<file path="src/rtl/udma_ctrl_seq_if.sv">
// Configuration and event bus between the uDMA cfg decoder (master) and udma_ctrl_seq (slave).
// The fixed-width read/write strobes and the event strobe travel together here.
interface udma_ctrl_seq_if;
  logic [31:0] cfg_data_i;
  logic [4:0]  cfg_addr_i;
  logic        cfg_valid_i;
  logic        cfg_rwn_i;
  logic [31:0] cfg_data_o;
  logic        cfg_ready_o;
  logic        event_valid_i;
  logic [7:0]  event_data_i;
  logic        event_ready_o;

  modport master (
    output cfg_data_i, cfg_addr_i, cfg_valid_i, cfg_rwn_i, event_valid_i, event_data_i,
    input  cfg_data_o, cfg_ready_o, event_ready_o
  );

  modport slave (
    input  cfg_data_i, cfg_addr_i, cfg_valid_i, cfg_rwn_i, event_valid_i, event_data_i,
    output cfg_data_o, cfg_ready_o, event_ready_o
  );
endinterface

</file>
<file path="src/rtl/udma_ctrl_seq.sv">
// uDMA top-level control: per-peripheral clock gate / reset registers, event comparators,
// L2 prefix, and a gate -> reset pulse -> ungate soft-reset sequencer.
module udma_ctrl_seq #(
  parameter int L2_AWIDTH_NOAL   = 15,
  parameter int N_PERIPHS        = 6,
  parameter int N_EVT            = 4,
  parameter int RST_PULSE_CYCLES = 8
) (
  input  logic                        clk_i,
  input  logic                        rstn_i,
  udma_ctrl_seq_if.slave              bus,
  output logic [N_PERIPHS-1:0]        rst_value_o,
  output logic [N_PERIPHS-1:0]        cg_value_o,
  output logic                        cg_core_o,
  output logic [N_EVT-1:0]            event_o,
  output logic [31-L2_AWIDTH_NOAL:0]  l2_dest_o
);

  localparam int          P        = 32 - L2_AWIDTH_NOAL;
  localparam logic [7:0]  CNT_INIT = 8'(RST_PULSE_CYCLES - 1);

  localparam logic [4:0] A_CG        = 5'h00;
  localparam logic [4:0] A_CFG_EVT   = 5'h01;
  localparam logic [4:0] A_RST       = 5'h02;
  localparam logic [4:0] A_RST_PULSE = 5'h03;
  localparam logic [4:0] A_L2_DEST   = 5'h04;
  localparam logic [4:0] A_STATUS    = 5'h05;
  localparam logic [4:0] A_EVT_EN    = 5'h06;

  typedef enum logic [1:0] {
    S_IDLE,
    S_GATE,
    S_RST,
    S_UNGATE
  } state_t;

  state_t                 r_state;
  state_t                 w_state_nxt;
  logic [N_PERIPHS-1:0]   r_cg;
  logic [N_PERIPHS-1:0]   r_rst;
  logic [31:0]            r_evt;
  logic [N_EVT-1:0]       r_evt_en;
  logic [P-1:0]           r_l2;
  logic [N_PERIPHS-1:0]   r_pend;
  logic [N_PERIPHS-1:0]   r_act;
  logic [7:0]             r_cnt;

  logic                   w_wr;
  logic                   w_rd;
  logic                   w_take;
  logic [N_PERIPHS-1:0]   w_pend_nxt;
  logic [N_PERIPHS-1:0]   w_act_nxt;
  logic [7:0]             w_cnt_nxt;
  logic [N_PERIPHS-1:0]   w_pulse_req;
  logic [N_PERIPHS-1:0]   w_gate_force;
  logic [N_PERIPHS-1:0]   w_rst_force;
  logic [31:0]            w_status;
  logic [31:0]            w_rdata;
  logic                   w_busy;

  assign w_wr = bus.cfg_valid_i & ~bus.cfg_rwn_i;
  assign w_rd = bus.cfg_valid_i &  bus.cfg_rwn_i;

  assign w_pulse_req = (w_wr && bus.cfg_addr_i == A_RST_PULSE) ?
                       bus.cfg_data_i[N_PERIPHS-1:0] : '0;

  // Sequencer next state
  always_comb begin
    w_state_nxt = r_state;
    w_take      = 1'b0;
    w_act_nxt   = r_act;
    w_cnt_nxt   = r_cnt;
    case (r_state)
      S_IDLE: begin
        if (r_pend != '0) begin
          w_take      = 1'b1;
          w_act_nxt   = r_pend;
          w_state_nxt = S_GATE;
        end
      end
      S_GATE: begin
        w_cnt_nxt   = CNT_INIT;
        w_state_nxt = S_RST;
      end
      S_RST: begin
        if (r_cnt == 8'd0) begin
          w_state_nxt = S_UNGATE;
        end else begin
          w_cnt_nxt = r_cnt - 8'd1;
        end
      end
      S_UNGATE: begin
        w_act_nxt   = '0;
        w_state_nxt = S_IDLE;
      end
      default: w_state_nxt = S_IDLE;
    endcase
  end

  // Bits requested in the same cycle the sequencer takes pending stay queued.
  assign w_pend_nxt = (w_take ? '0 : r_pend) | w_pulse_req;

  always_ff @(posedge clk_i or negedge rstn_i) begin
    if (!rstn_i) begin
      r_state <= S_IDLE;
    end else begin
      r_state <= w_state_nxt;
    end
  end

  always_ff @(posedge clk_i or negedge rstn_i) begin
    if (!rstn_i) begin
      r_cg     <= '0;
      r_rst    <= '0;
      r_evt    <= '0;
      r_evt_en <= '0;
      r_l2     <= '0;
      r_pend   <= '0;
      r_act    <= '0;
      r_cnt    <= '0;
    end else begin
      r_pend <= w_pend_nxt;
      r_act  <= w_act_nxt;
      r_cnt  <= w_cnt_nxt;
      if (w_wr) begin
        case (bus.cfg_addr_i)
          A_CG:      r_cg     <= bus.cfg_data_i[N_PERIPHS-1:0];
          A_CFG_EVT: r_evt    <= bus.cfg_data_i;
          A_RST:     r_rst    <= bus.cfg_data_i[N_PERIPHS-1:0];
          A_L2_DEST: r_l2     <= bus.cfg_data_i[P-1:0];
          A_EVT_EN:  r_evt_en <= bus.cfg_data_i[N_EVT-1:0];
          default: ;
        endcase
      end
    end
  end

  assign w_busy       = (r_state != S_IDLE);
  assign w_gate_force = w_busy ? r_act : '0;
  assign w_rst_force  = (r_state == S_RST) ? r_act : '0;

  assign cg_value_o  = r_cg & ~w_gate_force;
  assign rst_value_o = r_rst | w_rst_force;
  assign cg_core_o   = |cg_value_o;
  assign l2_dest_o   = r_l2;

  always_comb begin
    event_o = '0;
    for (int i = 0; i < N_EVT; i++) begin
      event_o[i] = bus.event_valid_i & r_evt_en[i] & (bus.event_data_i == r_evt[8*i +: 8]);
    end
  end

  always_comb begin
    w_status                    = '0;
    w_status[31]                = w_busy;
    w_status[16 +: N_PERIPHS]   = r_pend;
    w_status[N_PERIPHS-1:0]     = r_act;
  end

  // RST_PULSE is write-only and reads back as 0 via the default arm.
  always_comb begin
    w_rdata = '0;
    if (w_rd) begin
      case (bus.cfg_addr_i)
        A_CG:      w_rdata = 32'(r_cg);
        A_CFG_EVT: w_rdata = r_evt;
        A_RST:     w_rdata = 32'(r_rst);
        A_L2_DEST: w_rdata = 32'(r_l2);
        A_STATUS:  w_rdata = w_status;
        A_EVT_EN:  w_rdata = 32'(r_evt_en);
        default:   w_rdata = '0;
      endcase
    end
  end

  assign bus.cfg_data_o    = w_rdata;
  assign bus.cfg_ready_o   = 1'b1;
  assign bus.event_ready_o = 1'b1;

endmodule
</file>
<file path="src/flat_wrapper.sv">
// flat-port wrapper written by rule: the top's interface ports become plain ports
module udma_ctrl_seq_flat 
#(
  parameter int L2_AWIDTH_NOAL   = 15,
  parameter int N_PERIPHS        = 6,
  parameter int N_EVT            = 4,
  parameter int RST_PULSE_CYCLES = 8
)
  (clk_i, rstn_i, rst_value_o, cg_value_o, cg_core_o, event_o, l2_dest_o, bus_cfg_data_i, bus_cfg_addr_i, bus_cfg_valid_i, bus_cfg_rwn_i, bus_event_valid_i, bus_event_data_i, bus_cfg_data_o, bus_cfg_ready_o, bus_event_ready_o);
  udma_ctrl_seq_if bus_i ();
  input  logic clk_i;
  input  logic rstn_i;
  output logic [N_PERIPHS-1:0] rst_value_o;
  output logic [N_PERIPHS-1:0] cg_value_o;
  output logic cg_core_o;
  output logic [N_EVT-1:0] event_o;
  output logic [31-L2_AWIDTH_NOAL:0] l2_dest_o;
  input wire logic [$bits(bus_i.cfg_data_i)-1:0] bus_cfg_data_i;
  input wire logic [$bits(bus_i.cfg_addr_i)-1:0] bus_cfg_addr_i;
  input wire logic [$bits(bus_i.cfg_valid_i)-1:0] bus_cfg_valid_i;
  input wire logic [$bits(bus_i.cfg_rwn_i)-1:0] bus_cfg_rwn_i;
  input wire logic [$bits(bus_i.event_valid_i)-1:0] bus_event_valid_i;
  input wire logic [$bits(bus_i.event_data_i)-1:0] bus_event_data_i;
  output wire logic [$bits(bus_i.cfg_data_o)-1:0] bus_cfg_data_o;
  output wire logic [$bits(bus_i.cfg_ready_o)-1:0] bus_cfg_ready_o;
  output wire logic [$bits(bus_i.event_ready_o)-1:0] bus_event_ready_o;
  assign bus_i.cfg_data_i = bus_cfg_data_i;
  assign bus_i.cfg_addr_i = bus_cfg_addr_i;
  assign bus_i.cfg_valid_i = bus_cfg_valid_i;
  assign bus_i.cfg_rwn_i = bus_cfg_rwn_i;
  assign bus_i.event_valid_i = bus_event_valid_i;
  assign bus_i.event_data_i = bus_event_data_i;
  assign bus_cfg_data_o = bus_i.cfg_data_o;
  assign bus_cfg_ready_o = bus_i.cfg_ready_o;
  assign bus_event_ready_o = bus_i.event_ready_o;
  udma_ctrl_seq #(.L2_AWIDTH_NOAL(L2_AWIDTH_NOAL), .N_PERIPHS(N_PERIPHS), .N_EVT(N_EVT), .RST_PULSE_CYCLES(RST_PULSE_CYCLES)) u_core (.clk_i(clk_i), .rstn_i(rstn_i), .bus(bus_i), .rst_value_o(rst_value_o), .cg_value_o(cg_value_o), .cg_core_o(cg_core_o), .event_o(event_o), .l2_dest_o(l2_dest_o));
endmodule
</file>
<file path="config.mk">
export PLATFORM = sky130hd
export DESIGN_NAME = udma_ctrl_seq_flat
export DESIGN_NICKNAME = d
export VERILOG_FILES = /design/src/rtl/udma_ctrl_seq_if.sv /design/src/rtl/udma_ctrl_seq.sv /design/src/flat_wrapper.sv
export SDC_FILE = /design/constraint.sdc
export NUM_CORES = 1
export LEC_CHECK = 0
export BUFFER_PORTS_ARGS = -buffer_cell sky130_fd_sc_hd__buf_2
export CAP_MARGIN = 20
export CORE_ASPECT_RATIO = 2
export CORE_MARGIN = 5
export CORE_UTILIZATION = 54
export CTS_CLUSTER_DIAMETER = 30
export CTS_CLUSTER_SIZE = 28
export DETAILED_ROUTE_END_ITERATION = 12
export GPL_TIMING_DRIVEN = 0
export PLACE_DENSITY = 0.79
export SYNTH_ARGS = -nofsm -noshare
export SYNTH_HDL_FRONTEND = slang
export SYNTH_SLANG_ARGS = --single-unit
</file>
<file path="constraint.sdc">
create_clock -name clk_i -period 2.4 [get_ports clk_i]
set_input_delay 0.36 -clock clk_i [delete_from_list [all_inputs] [get_ports clk_i]]
set_output_delay 0.36 -clock clk_i [all_outputs]
set_load 0.02 [all_outputs]
</file>
==> results of run 1 <==
[cells in the mapped netlist, types with 7 or more instances]
master / n
a31oi_1: 9
mux2_4: 10
mux2i_1: 11
nor2_1: 29
nand3_1: 10
xnor2_1: 25
dfrtp_1: 87
xor2_1: 7
a22oi_1: 15
nand2_1: 24
and2_1: 10
a21oi_1: 11
nor3_1: 8
inv_1: 11
mux2_2: 60
clkbuf_1: 18
[power by group through the flow]
stage | sequential (mW) | clock, mW | combinational (mW)
2_1_floorplan | 1.99 | 0 | 1.03
3_3_place_gp | 2.02 | 0 | 1.44
3_5_place_dp | 2.05 | 0 | 1.51
4_1_cts | 2.01 | 1.34 | 1.67
5_1_grt | 2.05 | 1.40 | 1.83
6_report | 2.02 | 1.34 | 1.69
[stage by stage]
step,cells,total power [mW]
after floorplan,437,3.024
after global placement,645,3.463
after detailed placement,646,3.554
after CTS,666,5.024
after global routing,668,5.281
final,668,5.044
[metal layers]
| metal | vias up | global-route usage | share of wire |
|---|---|---|---|
| met3 | 53 | 0.04203 | 0.056 |
| met5 | - | 0 | 0 |
| met2 | 176 | 0.4899 | 0.56 |
| met4 | 0 | 0.1742 | 0.065 |
| met1 | 1916 | 0.2506 | 0.32 |
| li1 | 1796 | - | - |
[final timing paths]
check	start	to	slack (ps)
max	u_core.r_state[1]	cg_core_o	-120
min	bus_cfg_data_i[19]	u_core.r_evt[19]	240
max reg2reg	u_core.r_state[1]	u_core.r_state[1]	280
min reg2reg	u_core.r_cnt[6]	u_core.r_cnt[6]	500
max in group asynchronous	rstn_i	u_core.r_cnt[1]	1280
min in group asynchronous	rstn_i	u_core.r_rst[4]	490
[logic make-up after synthesis]
family / count (synthesis) / share of synthesized area
adder cells (fa/ha/maj): 6 / 0.01553
multiplexers: 87 / 0.2123
XOR/XNOR: 32 / 0.05799
AND/OR/NAND/NOR: 112 / 0.1227
buffers and inverters: 41 / 0.03831
flip-flops: 87 / 0.4504
AO/OA/AOI/OAI: 70 / 0.1020
other: 1 / 0.0007759
[timing repair]
item,in CTS,in global routing
setup buffers,5,3
endpoints found under the setup margin,30,12
gates resized for setup,18,4
hold buffers,1,0
hold endpoints to repair,26,0
pin swaps,4,1
[sequential cells by signal, indices dropped and copies added, names as in the netlist]
name              cells
u_core.r_pend         6
u_core.r_cg           6
u_core.r_rst          6
u_core.r_evt         32
u_core.r_evt_en       4
u_core.l2_dest_o     17
u_core.r_act          6
u_core.r_state        2
u_core.r_cnt          8
[final cells by class]
cell class / instances / area share
Multi-Input combinational cell: 309 / 0.4228
Sequential cell: 87 / 0.3676
Timing Repair Buffer: 116 / 0.1075
Clock buffer: 12 / 0.04500
Buffer: 28 / 0.02514
Tap cell: 102 / 0.02155
Inverter: 11 / 0.007395
Clock inverter: 3 / 0.002958
==> summary.txt, run 1 <==
Layout
  • Most common cell after layout, fill and taps aside: buf_2
  • Footprint of the multi-input gates: 2504 µm²
  • Number of diodes: 0
  • Commonest cells after routing, fill and taps aside: buf_2, dfrtp_1, mux2_2
  • Fin util: 0.6662
  • Fill cells: around 700
  • Register area: ~2200 µm²
  • Design Area, Final: 5922 µm²
  • Area growth syn-to-layout: 22.52%
  • Share of layout cells above drive strength 1: 0.4081
  • Nets: between 600 and 700

Worst setup path
  • Critical path fanouts, max: 4
  • CP dominant cell by count: buf_6
  • Crit path max-delay family: simple AND/OR/NAND/NOR gates
  • WS Path Type: reg2out
  • Cell Chain, Critical Path: inv_2, ha_4, inv_4, buf_6, a21boi_2, or4_4, or3_4, buf_6
  • Slowest stage delay, CP: approximately 500 ps
  • Critical path depth in cells: 8
  • Worst r2r path cells: 8
  • Worst Path Buf+Inv: 4
  • Critical path required time: 2040 ps
  • Worst EP arrival: ~2200 ps
  • CP max-delay cell: or4_4
  • CP endpoint kind: primary output
  • Crit start category: register

Routing
  • Routed Antenna Nets: 0
  • Routed len/inst: 21.07 µm
  • Final wirelength: 14070 µm
  • Detailed Routing Iterations Pass 1: 5
  • Initial drt markers: 250
  • Drt via density: between 5 and 6
  • Vias post-DR: 3941
  • Residual DRC: 0

Synthesis
  • Synth top area cells: dfrtp_1, mux2_2, xnor2_1
  • Async SR Flop Fraction: 1.000
  • Syn avg cell area: 11.09 µm²
  • Synth cell types: 52
  • Seq cells post-synth: 87
  • Yosys warns: 0
  • Area leader, netlist: dfrtp_1
  • Synth Cell Area: 4833 µm²
  • Seq/Total Area, Yosys: 0.4504
  • Post-synthesis cell count: 436
  • Ys flop type: dfrtp_1
  • Post-synth EDFFs: 0
  • Synth top area share: 0.4504

Timing
  • RSZ-0062 raised after global routing: true
  • Fin crit share: 1.050
  • Maximum clock frequency: about 400 MHz
  • Setup violations, final: 1
  • Worst slew pin tran: around 1000 ps
  • Clock Skew: 4.416 ps
  • Setup WS post-layout: -120.9 ps
  • WHS: 244.9 ps
  • Fin crit period: 2521 ps
  • Fin Setup TNS: -120.9 ps
  • Final Hold Viols: 0
  • Fin. max-slew vios: 0
  • Slew HR: 0.3144

Outcome
  • Failing checks: negative setup slack
  • Outcome: complete, but fails checks

Global route
  • First-pass GRT wire length: 22070 µm
  • Pin count of the biggest net entering global routing: 62
  • Total congestion overflow: 0
  • Tot GR Track Use: 0.2590
  • Vias in the first global route: 4307
  • Initial antenna violation count: 0

Floorplanning
  • Core area: 8890 µm²
  • Core Rows: 49
  • Die Wd: 76.90 µm
  • Die Ht: roughly 140 µm
  • Starting Density: 0.5437
  • I/O pin cnt: 118
  • Die area: around 11000 µm²

Power
  • Cell area power density: 851.7 nW/µm²
  • Combinational share of power: 0.335
  • Clock power frac: 0.265
  • NetSw: 1.766 mW
  • Sw frac: 0.3501
  • Peak supply drop: 553.2 µV
  • Seq pwr share: 0.400
  • Cell-internal power: 3.278 mW
  • Leakage: 2.942 nW

Placed design
  • Post-DP Area: between 5000 and 6000 µm²
  • Worst slack, placed: -209.2 ps
  • IO Port Bufs: 106
  • GP Congestion: 0.9908
  • Detailed placer's ending HPWL: 11090 µm

Min path
  • WHS Path Cells: 2
  • Hold crit path type: in2reg

Clocking
  • CTS Buffer Depth: 2
  • Num Clock Sinks: 87
  • CTS buffer count: 9
  • Clk slew on worst S/H paths: ~60 ps
  • Clk Latency, worst-skew pair: 340 ps
  • CTS root buf: clkbuf_16
  • TritonCTS clock tree: done
  • H-tree depth: 3

Job
  • Max-cap violations: 0
(Power assumes the default switching activity.)
==> inputs of run 2 (changes only) <==
--- a/config.mk
+++ b/config.mk
@@ -15,6 +15,7 @@
 export DETAILED_ROUTE_END_ITERATION = 12
 export GPL_TIMING_DRIVEN = 0
 export PLACE_DENSITY = 0.79
+export REMOVE_ABC_BUFFERS = 1
 export SYNTH_ARGS = -nofsm -noshare
 export SYNTH_HDL_FRONTEND = slang
 export SYNTH_SLANG_ARGS = --single-unit
==> summary.txt, run 2 (synthesized netlist as in run 1, its figures left out) <==
Outcome
  • Outcome: complete, but fails checks
  • Failing checks: negative setup slack

Floorplanning
  • Core area: ~8900 µm²
  • I/O pin cnt: 118
  • Die Wd: approximately 77 µm
  • Die Ht: 143.8 µm
  • Core Rows: 49
  • Starting Density: 0.5437
  • Die area: 11060 µm²

Worst setup path
  • WS Path Type: reg2out
  • Critical path required time: 2040 ps
  • Critical path fanouts, max: 6
  • CP max-delay cell: or4_1
  • Worst EP arrival: 2160 ps
  • Cell Chain, Critical Path: inv_2, ha_4, clkinvlp_4, a21boi_2, or4_1, or3_1, buf_6
  • CP endpoint kind: primary output
  • Crit path max-delay family: simple AND/OR/NAND/NOR gates
  • Crit start category: register
  • Worst Path Buf+Inv: 3
  • Slowest stage delay, CP: 520 ps

Timing
  • Setup WS post-layout: -117.0 ps
  • Worst slew pin tran: 807.8 ps
  • Slew HR: 0.4615
  • RSZ-0062 raised after global routing: true
  • Maximum clock frequency: 397.3 MHz
  • Fin. max-slew vios: 0
  • Fin crit period: 2517 ps
  • WHS: 230.6 ps
  • Fin crit share: 1.049
  • Setup violations, final: 1
  • Clock Skew: between 3 and 4 ps
  • Fin Setup TNS: -117.0 ps
  • Final Hold Viols: 0

Layout
  • Share of layout cells above drive strength 1: 0.4203
  • Design Area, Final: 5884 µm²
  • Footprint of the multi-input gates: 2514 µm²
  • Max FFs per register: 32
  • Fill cells: 664
  • Most common cell after layout, fill and taps aside: buf_2
  • Largest Register: u_core.r_evt
  • Commonest cells after routing, fill and taps aside: buf_2, dfrtp_1, mux2_2
  • Final Non-Filler Cells: 654
  • Nets: 603
  • Area growth syn-to-layout: 21.74%
  • Number of diodes: 0
  • Register area: 2177 µm²

Clocking
  • CTS buffer count: 9
  • Clk slew on worst S/H paths: about 70 ps
  • Num Clock Sinks: 87
  • Clk Latency, worst-skew pair: 340 ps
  • CTS root buf: clkbuf_16
  • CTS Buffer Depth: 2
  • H-tree depth: 3
  • TritonCTS clock tree: done

Placed design
  • Post-DP Area: ~5400 µm²
  • Placed Cells: approximately 630
  • GP Congestion: 0.8469
  • IO Port Bufs: 115
  • Detailed placer's ending HPWL: between 10000 and 15000 µm

Routing
  • DR top layer: met4
  • Initial drt markers: 313
  • Routed len/inst: approximately 21 µm
  • Drt via density: 6.017
  • Met1 WL: 4573 µm
  • Residual DRC: 0
  • Vias post-DR: 3935
  • Final wirelength: 13570 µm
  • Metal2 WL: ~7500 µm
  • Detail Route met3 WL: 732 µm
  • Detailed Routing Iterations Pass 1: 4
  • Routed Antenna Nets: 0

Global route
  • First-pass GRT wire length: 21820 µm
  • Total congestion overflow: 0
  • Tot GR Track Use: 0.2510
  • Initial antenna violation count: 0
  • Vias in the first global route: roughly 4.4k
  • Pin count of the biggest net entering global routing: 66

Power
  • Design Power: roughly 5.1 mW
  • Leakage: 2.910 nW
  • Cell area power density: ~860 nW/µm²
  • Peak supply drop: 546.9 µV

Job
  • Max-cap violations: 0

Min path
  • Hold crit path type: in2reg
-- run 2: changes by cell type in the layout (fill, tap and decap cells not counted), moves of 3 or more --
cell        change
buf_4           -3
clkbuf_8        -3
clkbuf_1       -12
clkinvlp_4      +3
buf_2           +6
clkbuf_2        -4
-- run 2: per-stage QoR --
step	utilization	worst slack [ps]
2_1_floorplan	-	-227.0
3_3_place_gp	0.6070	-1365
3_5_place_dp	0.6111	-838.4
4_1_cts	0.6605	-115.7
5_1_grt	0.6619	-158.6
6_report	0.6619	-117.0
-- run 2: worst paths after layout --
check	from	to	slack [ps]	depth (start not counted)
min	bus_cfg_data_i[19]	u_core.r_evt[19]	230	2
max in group asynchronous	rstn_i	u_core.r_act[2]	1290	3
max reg2reg	u_core.r_state[1]	u_core.r_state[1]	250	6
min reg2reg	u_core.r_cnt[6]	u_core.r_cnt[6]	500	1
max	u_core.r_state[0]	cg_core_o	-120	7
min in group asynchronous	rstn_i	u_core.r_evt[19]	470	2
-- run 2: worst register-to-register path, cell delays in order (launching register included) --
cell,delay [ps]
dfrtp_1,370
buf_4,130
ha_1,540
inv_1,220
a31o_2,320
a21boi_1,160
mux2_2,290
-- run 2: timing repair --
item	CTS	global route
endpoints found under the setup margin	64	2
gates resized for setup	16	1
pin swaps	3	0
setup buffers	10	1
hold buffers	1	0
endpoints found under the hold margin	22	0
-- run 2: power breakdown --
part / switching [mW] / internal, mW / total (mW)
combinational: 0.906 / 0.734 / 1.64
sequential: 0.281 / 1.73 / 2.01
clock: 0.590 / 0.812 / 1.40
-- run 2: per-layer routing --
metal  track usage  vias up
met5             0        -
met3       0.05521       46
li1              -     1773
met4        0.1585        0
met2        0.4671      130
met1        0.2450     1986
-- run 2: cell type report --
cell class	instances	share of cell area
repair buffers	129	0.1227
inverters	11	0.007655
clock buffers	10	0.03891
multi-input cells	309	0.4272
clock inverters	6	0.01191
flip-flops and latches	87	0.3700
well taps	102	0.02169
